`src/rtl/seq_mult_pkg.sv`:
```
// Shared definitions for the iterative shift-add multiplier.
// State encodings and the counter-width helper.
package seq_mult_pkg;

  typedef enum logic [1:0] {
    ST_IDLE = 2'd0,
    ST_CALC = 2'd1,
    ST_DONE = 2'd2
  } state_t;

  function automatic int cnt_w(input int w);
    return (w < 2) ? 1 : $clog2(w + 1);
  endfunction

endpackage

```
`src/rtl/seq_mult_dp.sv`:
```
// Datapath of seq_mult: operand magnitudes, shifters,
// accumulator and sign fix-up of the registered product.
module seq_mult_dp
  import seq_mult_pkg::*;
#(
  parameter int WIDTH  = 8,
  parameter int SIGNED = 0
) (
  input  logic               clk,
  input  logic               rst,
  input  logic               i_load,
  input  logic               i_step,
  input  logic               i_finish,
  input  logic [WIDTH-1:0]   i_a,
  input  logic [WIDTH-1:0]   i_b,
  output logic [2*WIDTH-1:0] o_p
);

  logic [2*WIDTH-1:0] r_mcand;
  logic [WIDTH-1:0]   r_mplier;
  logic [2*WIDTH-1:0] r_acc;
  logic               r_neg;
  logic [2*WIDTH-1:0] r_p;

  logic               w_a_neg;
  logic               w_b_neg;
  logic [WIDTH-1:0]   w_a_mag;
  logic [WIDTH-1:0]   w_b_mag;
  logic [2*WIDTH-1:0] w_acc_nxt;

  // -2^(WIDTH-1) negates to itself, which read unsigned is its magnitude
  assign w_a_neg = (SIGNED != 0) && i_a[WIDTH-1];
  assign w_b_neg = (SIGNED != 0) && i_b[WIDTH-1];
  assign w_a_mag = w_a_neg ? (~i_a + 1'b1) : i_a;
  assign w_b_mag = w_b_neg ? (~i_b + 1'b1) : i_b;

  assign w_acc_nxt = r_acc + (r_mplier[0] ? r_mcand : '0);

  always_ff @(posedge clk or posedge rst) begin
    if (rst) begin
      r_mcand  <= '0;
      r_mplier <= '0;
      r_acc    <= '0;
      r_neg    <= 1'b0;
      r_p      <= '0;
    end else begin
      if (i_load) begin
        r_mcand  <= {{WIDTH{1'b0}}, w_a_mag};
        r_mplier <= w_b_mag;
        r_acc    <= '0;
        r_neg    <= w_a_neg ^ w_b_neg;
      end else if (i_step) begin
        r_acc    <= w_acc_nxt;
        r_mcand  <= r_mcand << 1;
        r_mplier <= r_mplier >> 1;
      end
      if (i_finish)
        r_p <= r_neg ? (~w_acc_nxt + 1'b1) : w_acc_nxt;
    end
  end

  assign o_p = r_p;

endmodule

```
`src/rtl/seq_mult.sv`:
```
// Iterative shift-add multiplier with start/done handshake.
// Control FSM and iteration counter; arithmetic lives in seq_mult_dp.
module seq_mult
  import seq_mult_pkg::*;
#(
  parameter int WIDTH  = 8,
  parameter int SIGNED = 0
) (
  input  logic               clk,
  input  logic               rst,
  input  logic               i_start,
  input  logic [WIDTH-1:0]   i_a,
  input  logic [WIDTH-1:0]   i_b,
  output logic               o_busy,
  output logic               o_done,
  output logic [2*WIDTH-1:0] o_p
);

  localparam int CW = cnt_w(WIDTH);

  state_t          r_state;
  state_t          w_next;
  logic [CW-1:0]   r_cnt;
  logic            w_load;
  logic            w_step;
  logic            w_finish;
  logic            w_last;

  assign w_last = (r_cnt == CW'(WIDTH - 1));

  always_ff @(posedge clk or posedge rst) begin
    if (rst) begin
      r_state <= ST_IDLE;
      r_cnt   <= '0;
    end else begin
      r_state <= w_next;
      if (w_load)
        r_cnt <= '0;
      else if (w_step)
        r_cnt <= r_cnt + 1'b1;
    end
  end

  always_comb begin
    w_next   = r_state;
    w_load   = 1'b0;
    w_step   = 1'b0;
    w_finish = 1'b0;
    unique case (r_state)
      ST_IDLE: begin
        if (i_start) begin
          w_load = 1'b1;
          w_next = ST_CALC;
        end
      end
      ST_CALC: begin
        w_step = 1'b1;
        if (w_last) begin
          w_finish = 1'b1;
          w_next   = ST_DONE;
        end
      end
      ST_DONE: begin
        // a start here chains straight into the next operation
        if (i_start) begin
          w_load = 1'b1;
          w_next = ST_CALC;
        end else begin
          w_next = ST_IDLE;
        end
      end
      default: w_next = ST_IDLE;
    endcase
  end

  assign o_busy = (r_state == ST_CALC);
  assign o_done = (r_state == ST_DONE);

  seq_mult_dp #(
    .WIDTH (WIDTH),
    .SIGNED(SIGNED)
  ) u_dp (
    .clk     (clk),
    .rst     (rst),
    .i_load  (w_load),
    .i_step  (w_step),
    .i_finish(w_finish),
    .i_a     (i_a),
    .i_b     (i_b),
    .o_p     (o_p)
  );

endmodule

```
`config.mk`:
```
export PLATFORM = sky130hd
export DESIGN_NAME = seq_mult
export DESIGN_NICKNAME = d
export VERILOG_FILES = /design/src/rtl/seq_mult_pkg.sv /design/src/rtl/seq_mult_dp.sv /design/src/rtl/seq_mult.sv
export SDC_FILE = /design/constraint.sdc
export NUM_CORES = 1
export LEC_CHECK = 0
export ABC_AREA = 1
export CORE_ASPECT_RATIO = 0.6
export CORE_MARGIN = 4
export CORE_UTILIZATION = 60
export DETAILED_ROUTE_END_ITERATION = 10
export PLACE_DENSITY = 0.84
export SYNTH_ARGS = -nofsm -noshare
export SYNTH_HDL_FRONTEND = slang
export SYNTH_SLANG_ARGS = --single-unit
```
`constraint.sdc`:
```
create_clock -name clk -period 5 [get_ports clk]
set_input_delay 1 -clock clk [delete_from_list [all_inputs] [get_ports clk]]
set_output_delay 1 -clock clk [all_outputs]
set_load 0.01 [all_outputs]
```
; ---- Yosys cells after proc, flatten, opt, wreduce, memory -nomap -nowiden
; Cells that the tools add are included.
[classes]
addsub = 2
n_eq_ne = 5
n_mux = 18
n_reduce_logical = 4
[op_table]
columns = cell, n
row1 = $mux W16, 5
row2 = $add A16 B16 Y16, 1
row3 = $mux W8, 2
row4 = $mux W4, 2
row5 = $mux W1, 6
row6 = $pmux W2 S3, 1
row7 = $add A4 B1 Y4 const B, 1
row8 = $eq A4 B3 Y1 const B, 1
row9 = $mux W2, 2
row10 = $eq A2 B1 Y1 const B, 1
row11 = $eq A2 B2 Y1 const B, 1
row12 = $logic_not A2 Y1, 1
row13 = $ne A2 B1 Y1 const B, 1
row14 = $ne A2 B2 Y1 const B, 1
row15 = $reduce_and A2 Y1, 1
row16 = $reduce_bool A2 Y1, 1
row17 = $reduce_or A2 Y1, 1
[totals]
ff_bits = 62
inputBits = 19
elab_cells = 35

; ---- Logic depth before layout (Yosys ltp)
[logic_depth]
ltp_word = 4
depth_mapped = 15
ltp_nobuf = 13

; ---- Modules after synthesis
; A second synthesis with hierarchy kept.
[unflattened]
cells_unflattened = 472
hier_area_um2 = 3568.4
[by_module_without_submodules]
columns = mod, n_inst, cells_each, area_each_um2, seq_area_each_um2
row1 = seq_mult_dp, 1, 434, 3266.9, 1401.3
row2 = seq_mult, 1, 38, 301.5, 150.1

; ---- Worst setup path after synthesis
; Ideal clock, no wire load.
[synth_path]
path_type = register to register
startpoint = reg u_dp.r_mplier[0]
endpoint = reg u_dp.r_acc[8]
setup_time_ps = 117
arrival_time_ps = 1987
required_time_ps = 4883
slack_ps = 2896
stages_incl_launch_ff = 15
path_buffers = 2
synth_period_minus_slack_ps = 2104
cell_sequence = dfrtp_1 > buf_2 > clkbuf_1 > nand2_1 > inv_1 > ha_1 > fa_1 > nand2_1 > nand2_1 > and2_4 > nand2_2 > nand2_2 > xor2_2 > nand2_1 > nand2_1
[synth_via]
elab_chain_cells = 4
[synth_rtl]
columns = element, line
row1 = from (decl), seq_mult_dp.sv:20  ; logic [WIDTH-1:0] r_mplier;
row2 = from (signal assigned), seq_mult_dp.sv:49  ; r_mplier <= w_b_mag;
row3 = from (signal assigned), seq_mult_dp.sv:55  ; r_mplier <= r_mplier >> 1;
row4 = $mux W16, seq_mult_dp.sv:37  ; assign w_acc_nxt = r_acc + (r_mplier[0] ? r_mcand : '0);
row5 = $add A16 B16 Y16, seq_mult_dp.sv:37
row6 = $mux W16, seq_mult_dp.sv:52  ; end else if (i_step) begin
row7 = $mux W16, seq_mult_dp.sv:47  ; if (i_load) begin
row8 = to (signal assigned), seq_mult_dp.sv:53  ; r_acc <= w_acc_nxt;
row9 = to (decl), seq_mult_dp.sv:21  ; logic [2*WIDTH-1:0] r_acc;
; Every way passes these cells. The select of a mux whose other input is x is not followed.
; A chain may end at the register's enable or synchronous reset.

; ---- Final worst setup path
[layout_path]
startpoint = reg r_state[1]
endpoint = out o_busy
[layout_via]
elab_chain_cells = 1
[layout_rtl]
columns = element, line
row1 = from (decl), seq_mult.sv:21  ; state_t r_state;
row2 = from (signal assigned), seq_mult.sv:36  ; r_state <= w_next;
row3 = $eq A2 B1 Y1, seq_mult.sv:76  ; assign o_busy = (r_state == ST_CALC);
row4 = to (decl), seq_mult.sv:14  ; output logic o_busy,
; Every way passes these cells.

==> out/results.tsv <==
metric	value	unit
yosysTopAreaCell	dfrtp_1	
slew_headroom	55.20	%
synth_area	3515	um^2
antenna_found_initial	0	
synth_compound_area_share	8.224	%
cts_buffers	9	
io_pins	37	
ys_seq_area_share	44.14	%
clk_pin_slew	0.07	ns
synth_xor_area_share	1.958	%
finalCritPeriodShare	58.41	%
status	completed	
drv_cap	0	
cts_setup_buffers	0	
clk_latency	0.34	ns
synth.most_common_cell	nand2_1	
synth_edf_count	0	
synth_top_area_share	44.14	%
crit_slowest_cell	clkdlybuf4s50_1	
grt_pass1_wl	13.57	mm
grt_pass1_vias	2988	
power_leakage	2.240	nW
finalPower	2.629	mW
ys_types	34	
antenna_left	0	
crit_fanout	21	
cts_buffer_depth	2	
cp.arrival	1.92	ns
netlist_instances	464	
fp-row-count	21	
cts-resized-gates	0	
cts-htree-levels	3	
final_core_util	72.85	%
crit_path_end_kind	output pin	
fin_skew	0.007125	ns
io_buffers	36	
die_y	67.29	um
gp_congestion	0.8886	
synthArstFlopShare	100.0	%
nFillCells	462	
rsz0062_at_grt	no	
routedWlPerCell	13.71	um
drt_wl_total	7.993	mm
crit_type	flop to output pin	
finalHoldViolCount	0	
path_cells	nor2_4 -> clkdlybuf4s50_1	
fin_setup_tns	0	ns
synth_common_cells	181 x nand2_1, 74 x inv_1, 62 x dfrtp_1	
fin_area	4096	um^2
crit_required	4.00	ns
synth_top_family_by_area	simple AND/OR/NAND/NOR gates	
vias	3058	
vias_per_cell	5.245	
gr-usage-all-layers	24.30	%
finalSetupViolCount	0	
areaGrowthSynthToFinish	16.55	%
avgSynthCellArea	7.575	um^2
clock-sinks	62	
slew_violations	0	
hpwl	5.876	mm
grt-ovfl-total	0	
drc	0	
cts_hold_buffers	0	
cp-start-kind	flop	
num-nets-final	534	
drt-initial-drc-count	234	
ys_top_cells_by_area	dfrtp_1 44%, nand2_1 19%, inv_1 7.9%, ha_1 5.7%, nand3_1 4.4%	
tightest_slew	0.6704	ns
ir_drop	343.7	uV
yosys.area_share.adder	6.266	%
placed_cell_area	3899	um^2
clockRootBuffer	clkbuf_8	
die_x	106.8	um
powerDensity	641.8	nW/um^2
dr.pass1.iters	4	
ys_ff_latch	62	
n_antenna_cell	0	
hold_class	flop to flop	
yosys-mux-area-fraction	0	%
fp.dieArea	7186	um^2
ys.flop_type	dfrtp_1	
min_period	2.920	ns
core	5623	um^2
cts_tree	yes	
synth_nets	500	
slowest_delay	0.65	ns
start_util	62.51	%
max_freq	342.4	MHz
synth_warnings	0	
synthSimpleGateAreaFrac	28.48	%
grt_max_degree	34	
layout-drive-gt1-share	7.555	%
cells by family after synthesis:
family                   after synthesis
AND/OR/NAND/NOR                      241
buffers and inverters                 94
flip-flops                            62
AO/OA/AOI/OAI                         43
adder cells (fa/ha/maj)               17
XOR/XNOR                               7
metal layers:
layer / vias up / track usage, % / wire, um
met5: - / 0 / 0
met4: 0 / 8.772 / 137
met3: 17 / 5.731 / 527
met2: 90 / 39.11 / 3611
met1: 1437 / 32.66 / 3716
li1: 1514 / - / -
where the power goes:
group	total (mW)	internal (mW)	leakage (nW)	switching, mW
Clock	0.444	0.230	0.0879	0.213
Combinational	1.30	0.505	1.37	0.797
Sequential	0.883	0.732	0.780	0.151
final cells by class:
cell class / instances / area (um^2) / area share (%)
flip-flops and latches: 62 / 1551 / 37.87
clock inverters: 7 / 73.82 / 1.802
repair buffers: 37 / 367.9 / 8.980
multi-input cells: 308 / 1579 / 38.55
inverters: 80 / 300.3 / 7.330
clock buffers: 9 / 123.9 / 3.024
well taps: 80 / 100.1 / 2.443
sequential cells by signal, indices dropped and copies added (netlist names):
name / count
r_cnt: 4
r_state: 2
u_dp.o_p: 16
u_dp.r_acc: 16
u_dp.r_mcand: 16
u_dp.r_mplier: 8
per-stage QoR:
step | instances | hold slack, ns | setup WS, ns
after floorplan | 464 | 0.4337 | 2.459
after global placement | 567 | 0.4571 | 2.193
after detailed placement | 567 | 0.4646 | 2.136
after CTS | 583 | 0.4769 | 2.081
after global routing | 583 | 0.4969 | 2.028
final | 583 | 0.4788 | 2.080
final timing paths:
check                                   startpoint                           to  slack [ns]  cells past startpoint
min in group asynchronous                      rst  u_dp.r_mcand[0]$_DFFE_PP0P_        1.07                      2
max in group asynchronous                      rst    u_dp.r_acc[6]$_DFFE_PP0P_        3.09                      3
min reg2reg                u_dp.o_p[6]$_DFFE_PP0P_      u_dp.o_p[6]$_DFFE_PP0P_        0.48                      2
min                        u_dp.o_p[6]$_DFFE_PP0P_      u_dp.o_p[6]$_DFFE_PP0P_        0.48                      2
max                         r_state[1]$_DFFE_PP0P_                       o_busy        2.08                      2
max reg2reg                 r_state[1]$_DFFE_PP0P_    u_dp.r_acc[4]$_DFFE_PP0P_        2.30                      6
cell usage in the layout (no fill, tap or decap):
cell type and n:
nor2_4 2, nand4_1 1, clkbuf_8 9, nor3_1 1, inv_1 73, o21ai_2 4
nand3_1 31, o22ai_1 7, bufinv_16 1, a21oi_1 8, nand3b_1 3, nand2_2 2
o21ai_0 9, inv_2 7, xor2_1 3, clkinv_2 1, or2_0 1, or2_1 1
dfrtp_1 62, inv_6 1, xnor2_1 3, nor2_1 15, ha_1 16, o211ai_2 1
o211ai_1 1, a22o_1 2, o221a_2 1, clkdlybuf4s50_1 36, fa_1 1, nand2_1 181
nor3_2 2, clkinvlp_4 4, buf_4 1, o21ai_1 3, o221ai_1 7, and2_4 1
xor2_2 1
worst max-delay path: cells and delay by family (launching register included):
kind | cells | cell delay (ns)
flops | 1 | 0.41
buf+inv | 1 | 0.65
simple gates | 1 | 0.51
(Power assumes the default switching activity.)
